$ cat src/rtl/alu_arbiter.sv
// Two-port arbiter in front of a single combinational ALU.
// One request is accepted, executed for one cycle, then its registered result is returned.
module alu_arbiter #(
    parameter int unsigned XLEN          = 32,
    parameter int unsigned PIPE_PRIORITY = 0,
    parameter int unsigned CNT_W         = 16
) (
    input  logic             clk_i,
    input  logic             rst_i,

    input  logic             p_valid_i,
    input  logic [6:0]       p_opcode_i,
    input  logic [2:0]       p_fun3_i,
    input  logic [6:0]       p_fun7_i,
    input  logic [XLEN-1:0]  p_a_i,
    input  logic [XLEN-1:0]  p_b_i,
    output logic             p_ready_o,
    output logic             p_rvalid_o,
    input  logic             p_rready_i,
    output logic [XLEN-1:0]  p_result_o,
    output logic             p_rerr_o,

    input  logic             u_valid_i,
    input  logic [6:0]       u_opcode_i,
    input  logic [2:0]       u_fun3_i,
    input  logic [6:0]       u_fun7_i,
    input  logic [XLEN-1:0]  u_a_i,
    input  logic [XLEN-1:0]  u_b_i,
    output logic             u_ready_o,
    output logic             u_rvalid_o,
    input  logic             u_rready_i,
    output logic [XLEN-1:0]  u_result_o,
    output logic             u_rerr_o,

    output logic             alu_op_o,
    output logic [6:0]       alu_opcode_o,
    output logic [2:0]       alu_fun3_o,
    output logic [6:0]       alu_fun7_o,
    output logic [XLEN-1:0]  alu_a_o,
    output logic [XLEN-1:0]  alu_b_o,
    input  logic [XLEN-1:0]  alu_out_i,

    output logic [CNT_W-1:0] op_count_o
);

    typedef enum logic [1:0] {StIdle, StExec, StResp} state_e;

    localparam logic OwnP = 1'b0;
    localparam logic OwnU = 1'b1;

    state_e            state_q, state_d;
    logic              owner_q, owner_d;
    logic              last_grant_q, last_grant_d;
    logic [6:0]        opcode_q, opcode_d;
    logic [2:0]        fun3_q, fun3_d;
    logic [6:0]        fun7_q, fun7_d;
    logic [XLEN-1:0]   a_q, a_d;
    logic [XLEN-1:0]   b_q, b_d;
    logic [XLEN-1:0]   p_result_q, p_result_d;
    logic [XLEN-1:0]   u_result_q, u_result_d;
    logic              p_rerr_q, p_rerr_d;
    logic              u_rerr_q, u_rerr_d;
    logic [CNT_W-1:0]  op_count_q, op_count_d;

    logic              grant_p, grant_u;
    logic              supported;
    logic              owner_rready;

    function automatic logic op_supported(input logic [6:0] op);
        case (op)
            7'b0110011, 7'b0010011, 7'b0000011,
            7'b0100011, 7'b1100011, 7'b0110111,
            7'b0010111, 7'b1101111, 7'b1100111: op_supported = 1'b1;
            default:                            op_supported = 1'b0;
        endcase
    endfunction

    // Round-robin favours whoever was not served last; last_grant resets to U so P wins first.
    always_comb begin
        grant_p = 1'b0;
        grant_u = 1'b0;
        if (p_valid_i && u_valid_i) begin
            if (PIPE_PRIORITY != 0 || last_grant_q == OwnU) begin
                grant_p = 1'b1;
            end else begin
                grant_u = 1'b1;
            end
        end else begin
            grant_p = p_valid_i;
            grant_u = u_valid_i;
        end
    end

    assign p_ready_o = (state_q == StIdle) && grant_p && !rst_i;
    assign u_ready_o = (state_q == StIdle) && grant_u && !rst_i;

    assign supported    = op_supported(opcode_q);
    assign owner_rready = (owner_q == OwnP) ? p_rready_i : u_rready_i;

    always_comb begin
        state_d      = state_q;
        owner_d      = owner_q;
        last_grant_d = last_grant_q;
        opcode_d     = opcode_q;
        fun3_d       = fun3_q;
        fun7_d       = fun7_q;
        a_d          = a_q;
        b_d          = b_q;
        p_result_d   = p_result_q;
        u_result_d   = u_result_q;
        p_rerr_d     = p_rerr_q;
        u_rerr_d     = u_rerr_q;
        op_count_d   = op_count_q;

        case (state_q)
            StIdle: begin
                if (p_ready_o) begin
                    opcode_d = p_opcode_i;
                    fun3_d   = p_fun3_i;
                    fun7_d   = p_fun7_i;
                    a_d      = p_a_i;
                    b_d      = p_b_i;
                    owner_d  = OwnP;
                    state_d  = StExec;
                end else if (u_ready_o) begin
                    opcode_d = u_opcode_i;
                    fun3_d   = u_fun3_i;
                    fun7_d   = u_fun7_i;
                    a_d      = u_a_i;
                    b_d      = u_b_i;
                    owner_d  = OwnU;
                    state_d  = StExec;
                end
            end
            StExec: begin
                // Per-port result registers let the non-owner keep its last delivered response.
                if (owner_q == OwnP) begin
                    p_result_d = supported ? alu_out_i : '0;
                    p_rerr_d   = !supported;
                end else begin
                    u_result_d = supported ? alu_out_i : '0;
                    u_rerr_d   = !supported;
                end
                state_d = StResp;
            end
            StResp: begin
                if (owner_rready) begin
                    last_grant_d = owner_q;
                    op_count_d   = op_count_q + CNT_W'(1);
                    state_d      = StIdle;
                end
            end
            default: state_d = StIdle;
        endcase
    end

    always_ff @(posedge clk_i or posedge rst_i) begin
        if (rst_i) begin
            state_q      <= StIdle;
            owner_q      <= OwnP;
            last_grant_q <= OwnU;
            opcode_q     <= '0;
            fun3_q       <= '0;
            fun7_q       <= '0;
            a_q          <= '0;
            b_q          <= '0;
            p_result_q   <= '0;
            u_result_q   <= '0;
            p_rerr_q     <= 1'b0;
            u_rerr_q     <= 1'b0;
            op_count_q   <= '0;
        end else begin
            state_q      <= state_d;
            owner_q      <= owner_d;
            last_grant_q <= last_grant_d;
            opcode_q     <= opcode_d;
            fun3_q       <= fun3_d;
            fun7_q       <= fun7_d;
            a_q          <= a_d;
            b_q          <= b_d;
            p_result_q   <= p_result_d;
            u_result_q   <= u_result_d;
            p_rerr_q     <= p_rerr_d;
            u_rerr_q     <= u_rerr_d;
            op_count_q   <= op_count_d;
        end
    end

    assign p_rvalid_o = (state_q == StResp) && (owner_q == OwnP);
    assign u_rvalid_o = (state_q == StResp) && (owner_q == OwnU);
    assign p_result_o = p_result_q;
    assign u_result_o = u_result_q;
    assign p_rerr_o   = p_rerr_q;
    assign u_rerr_o   = u_rerr_q;

    assign alu_op_o     = (state_q == StExec) && supported;
    assign alu_opcode_o = opcode_q;
    assign alu_fun3_o   = fun3_q;
    assign alu_fun7_o   = fun7_q;
    assign alu_a_o      = a_q;
    assign alu_b_o      = b_q;

    assign op_count_o = op_count_q;

endmodule

$ cat config.mk
export PLATFORM = sky130hd
export DESIGN_NAME = alu_arbiter
export DESIGN_NICKNAME = d
export VERILOG_FILES = /design/src/rtl/alu_arbiter.sv
export SDC_FILE = /design/constraint.sdc
export NUM_CORES = 1
export LEC_CHECK = 0
export BUFFER_PORTS_ARGS = -buffer_cell sky130_fd_sc_hd__buf_2
export CAP_MARGIN = 20
export CORE_AREA = 2 2 143 145
export CTS_CLUSTER_DIAMETER = 120
export DETAILED_ROUTE_END_ITERATION = 12
export DIE_AREA = 0 0 145 147
export PLACE_DENSITY_LB_ADDON = 0.25
export SYNTH_ARGS = -nofsm -noshare
export SYNTH_HDL_FRONTEND = slang
export SYNTH_SLANG_ARGS = --single-unit
$ cat constraint.sdc
create_clock -name clk_i -period 5.75 [get_ports clk_i]
set_clock_uncertainty 0.15 [all_clocks]
set_input_delay 0.575 -clock clk_i [delete_from_list [all_inputs] [get_ports clk_i]]
set_output_delay 0.575 -clock clk_i [all_outputs]
set_load 0.1 [all_outputs]
==> impl_metrics.env <==
export IMPL_critPathTopFamily="buffers and inverters"
export IMPL_criticalPathCategory="flop to output pin"
export IMPL_cts_root_buf="clkbuf_16"
export IMPL_clock_latency_ns=0.41
export IMPL_clockBufferDepth=2
export IMPL_status="completed"
export IMPL_core_um2=19840
export IMPL_final_common_cell="buf_2"
export IMPL_synth_area_per_cell_um2=10.13
export IMPL_crit_chain="nor3_1 > nand3_4 > buf_4 > inv_2 > buf_2"
export IMPL_h_tree_depth=4
export IMPL_slowest_delay_ns=0.54
export IMPL_synth_async_reset_ratio=1.000
export IMPL_post_cts_setup_buffers=0
export IMPL_slew_viol_final=0
export IMPL_place_congestion=0.8089
export IMPL_placementRows=52
export IMPL_final_cell_mix="367 x buf_2, 166 x dfrtp_1, 162 x a21oi_1"
export IMPL_rsz0062_at_grt="no"
export IMPL_post_route_period_util=0.5562
export IMPL_critPathArrivalTime_ns=2.47
export IMPL_ys_warn_count=0
export IMPL_ys_ff_latch=167
export IMPL_critPathCaptureType="output pin"
export IMPL_min_period_ns=3.198
export IMPL_cpMaxStageDelayCell="nor3_1"
export IMPL_wl_per_cell_um=16.95
export IMPL_die_y_um=147
export IMPL_setup_viol=0
export IMPL_grt_max_degree=86
export IMPL_crit_required_ns=5.03
export IMPL_start_util=0.3482
export IMPL_synth_cell_type_count=32
export IMPL_post_cts_resized=0
export IMPL_cts_tree="yes"
export IMPL_netlist_instances=682
export IMPL_drive_gt1_frac=0.4012
export IMPL_dp_hpwl_um=15420
export IMPL_first_global_vias=6589
export IMPL_fin_tns_setup_ns=0
export IMPL_portBuffers=367
export IMPL_crit_buf_inv=3
export IMPL_drc_errors=0
export IMPL_wl_um=22290
export IMPL_cts_clk_slew_worst_paths_ns=0.07
export IMPL_synthToLayoutAreaGrowth_pct=38.37
export IMPL_mappedNetlistArea_um2=6910
export IMPL_vias=6460
export IMPL_nFillCells=1919
export IMPL_yosysSeqAreaShare=0.6049
export IMPL_synth_edff_count=0
export IMPL_cp_start_kind="flop"
export IMPL_fin_nets=1230
export IMPL_worst_pin_slew_ns=0.9452
export IMPL_antenna_found_initial=3
export IMPL_viasPerCell=4.913
export IMPL_cap_violations=0
export IMPL_synthFlopType="dfrtp_1"
export IMPL_pin_count=368
export IMPL_dr_first_iter_drc_count=261
export IMPL_min_path_type="input pin to asynchronous set/reset pin"
export IMPL_grt_pass1_wl_um=35300
export IMPL_fmax_ghz=0.3127
export IMPL_cts_buffers=17
export IMPL_first_pass_iters=5
export IMPL_die_x_um=145
export IMPL_postCtsHoldBufs=0
export IMPL_gr_total_overflow=0
export IMPL_track_usage=0.2072
export IMPL_slew_limit_headroom=0.3699
export IMPL_cp_max_fo=84
export IMPL_antenna_left=0
export IMPL_hold_violations=0
export IMPL_die_area_um2=21320
export IMPL_syn_nets=883
export IMPL_cts_sinks=167
-- flip-flops by register name, summed over array words and instances (netlist names) --
register      flops
u_rerr_o          1
alu_fun3_o        3
alu_b_o          32
op_count_o       16
last_grant_q      1
p_rerr_o          1
u_result_o       32
alu_opcode_o      7
alu_fun7_o        7
alu_a_o          32
owner_q           1
state_q           2
p_result_o       32
-- metal layers --
layer	global-route usage	part of all wire
met1	0.2557	0.40
met2	0.3431	0.49
met3	0.06770	0.081
met5	0	0.00058
met4	0.07327	0.024
-- cell type report --
type                       count  area (µm²)  share of cell area
sequential                   167        4180              0.4372
clock inverter                15       182.7             0.01910
antenna                        3       7.507           0.0007851
inverter                       6       27.53            0.002879
clock buffer                  17       425.4             0.04449
multi-input combinational    462        2504              0.2618
timing repair buffer         375        1897              0.1984
tap                          270       337.8             0.03533
-- logic make-up (layout without fill, tap and decap cells) --
family,Yosys count,count (layout),share of synthesized area
other,0,3,0
AOI/OAI and AO/OA,230,230,0.2033
adders and majority gates,1,1,0.001810
muxes,2,2,0.003078
and+or+nand+nor,214,214,0.1315
buffers and inverters,53,413,0.03639
xor gates and xnor gates,15,15,0.01901
DFF,167,167,0.6049
-- metrics by stage --
step | instance area (µm²) | util | std cells | hold slack (ns) | setup slack, ns
CTS | 9554 | 0.4815 | 1312 | 0.09007 | 2.486
detailed placement | 8946 | 0.4508 | 1280 | 0.3152 | 2.554
finish | 9562 | 0.4818 | 1315 | 0.07518 | 2.552
global route | 9559 | 0.4817 | 1314 | 0.1127 | 2.408
floorplan | 6910 | - | 682 | 0.2943 | 0.5083
global placement | 8946 | 0.4508 | 1280 | 0.3077 | 2.660
-- path summary, 6_finish.rpt --
| path | startpoint | end | slack (ns) | cells past startpoint |
|---|---|---|---|---|
| min in group clk_i | u_rready_i | last_grant_q | 0.23 | 2 |
| worst max register to register | state_q[1] | alu_a_o[22] | 2.81 | 7 |
| worst min-delay path | rst_i | alu_b_o[0] | 0.08 | 2 |
| max in group asynchronous | rst_i | alu_opcode_o[1] | 4.04 | 3 |
| worst max-delay path | state_q[1] | u_ready_o | 2.55 | 5 |
| worst min register to register | op_count_o[15] | op_count_o[15] | 0.32 | 1 |
-- cell usage after synthesis (2+ instances only) --
cell type	number	area share
a21oi_1	162	0.12
a22o_1	64	0.081
and3_1	2	0.0018
buf_1	4	0.0022
buf_2	18	0.013
buf_4	4	0.0043
buf_6	2	0.0033
clkbuf_1	19	0.010
dfrtp_1	166	0.60
inv_1	4	0.0022
inv_2	2	0.0011
nand2_1	98	0.053
nand2b_1	5	0.0045
nand3_1	7	0.0051
nand4_1	6	0.0054
nor2_1	86	0.047
nor2_4	2	0.0033
nor2b_1	2	0.0018
nor3_1	2	0.0014
nor4_4	2	0.0062
xnor2_1	13	0.016
xor2_1	2	0.0025
Power is left out: the tool's default activity adds up to more than one toggle a clock period on the data nets, which glitch-free logic cannot reach.
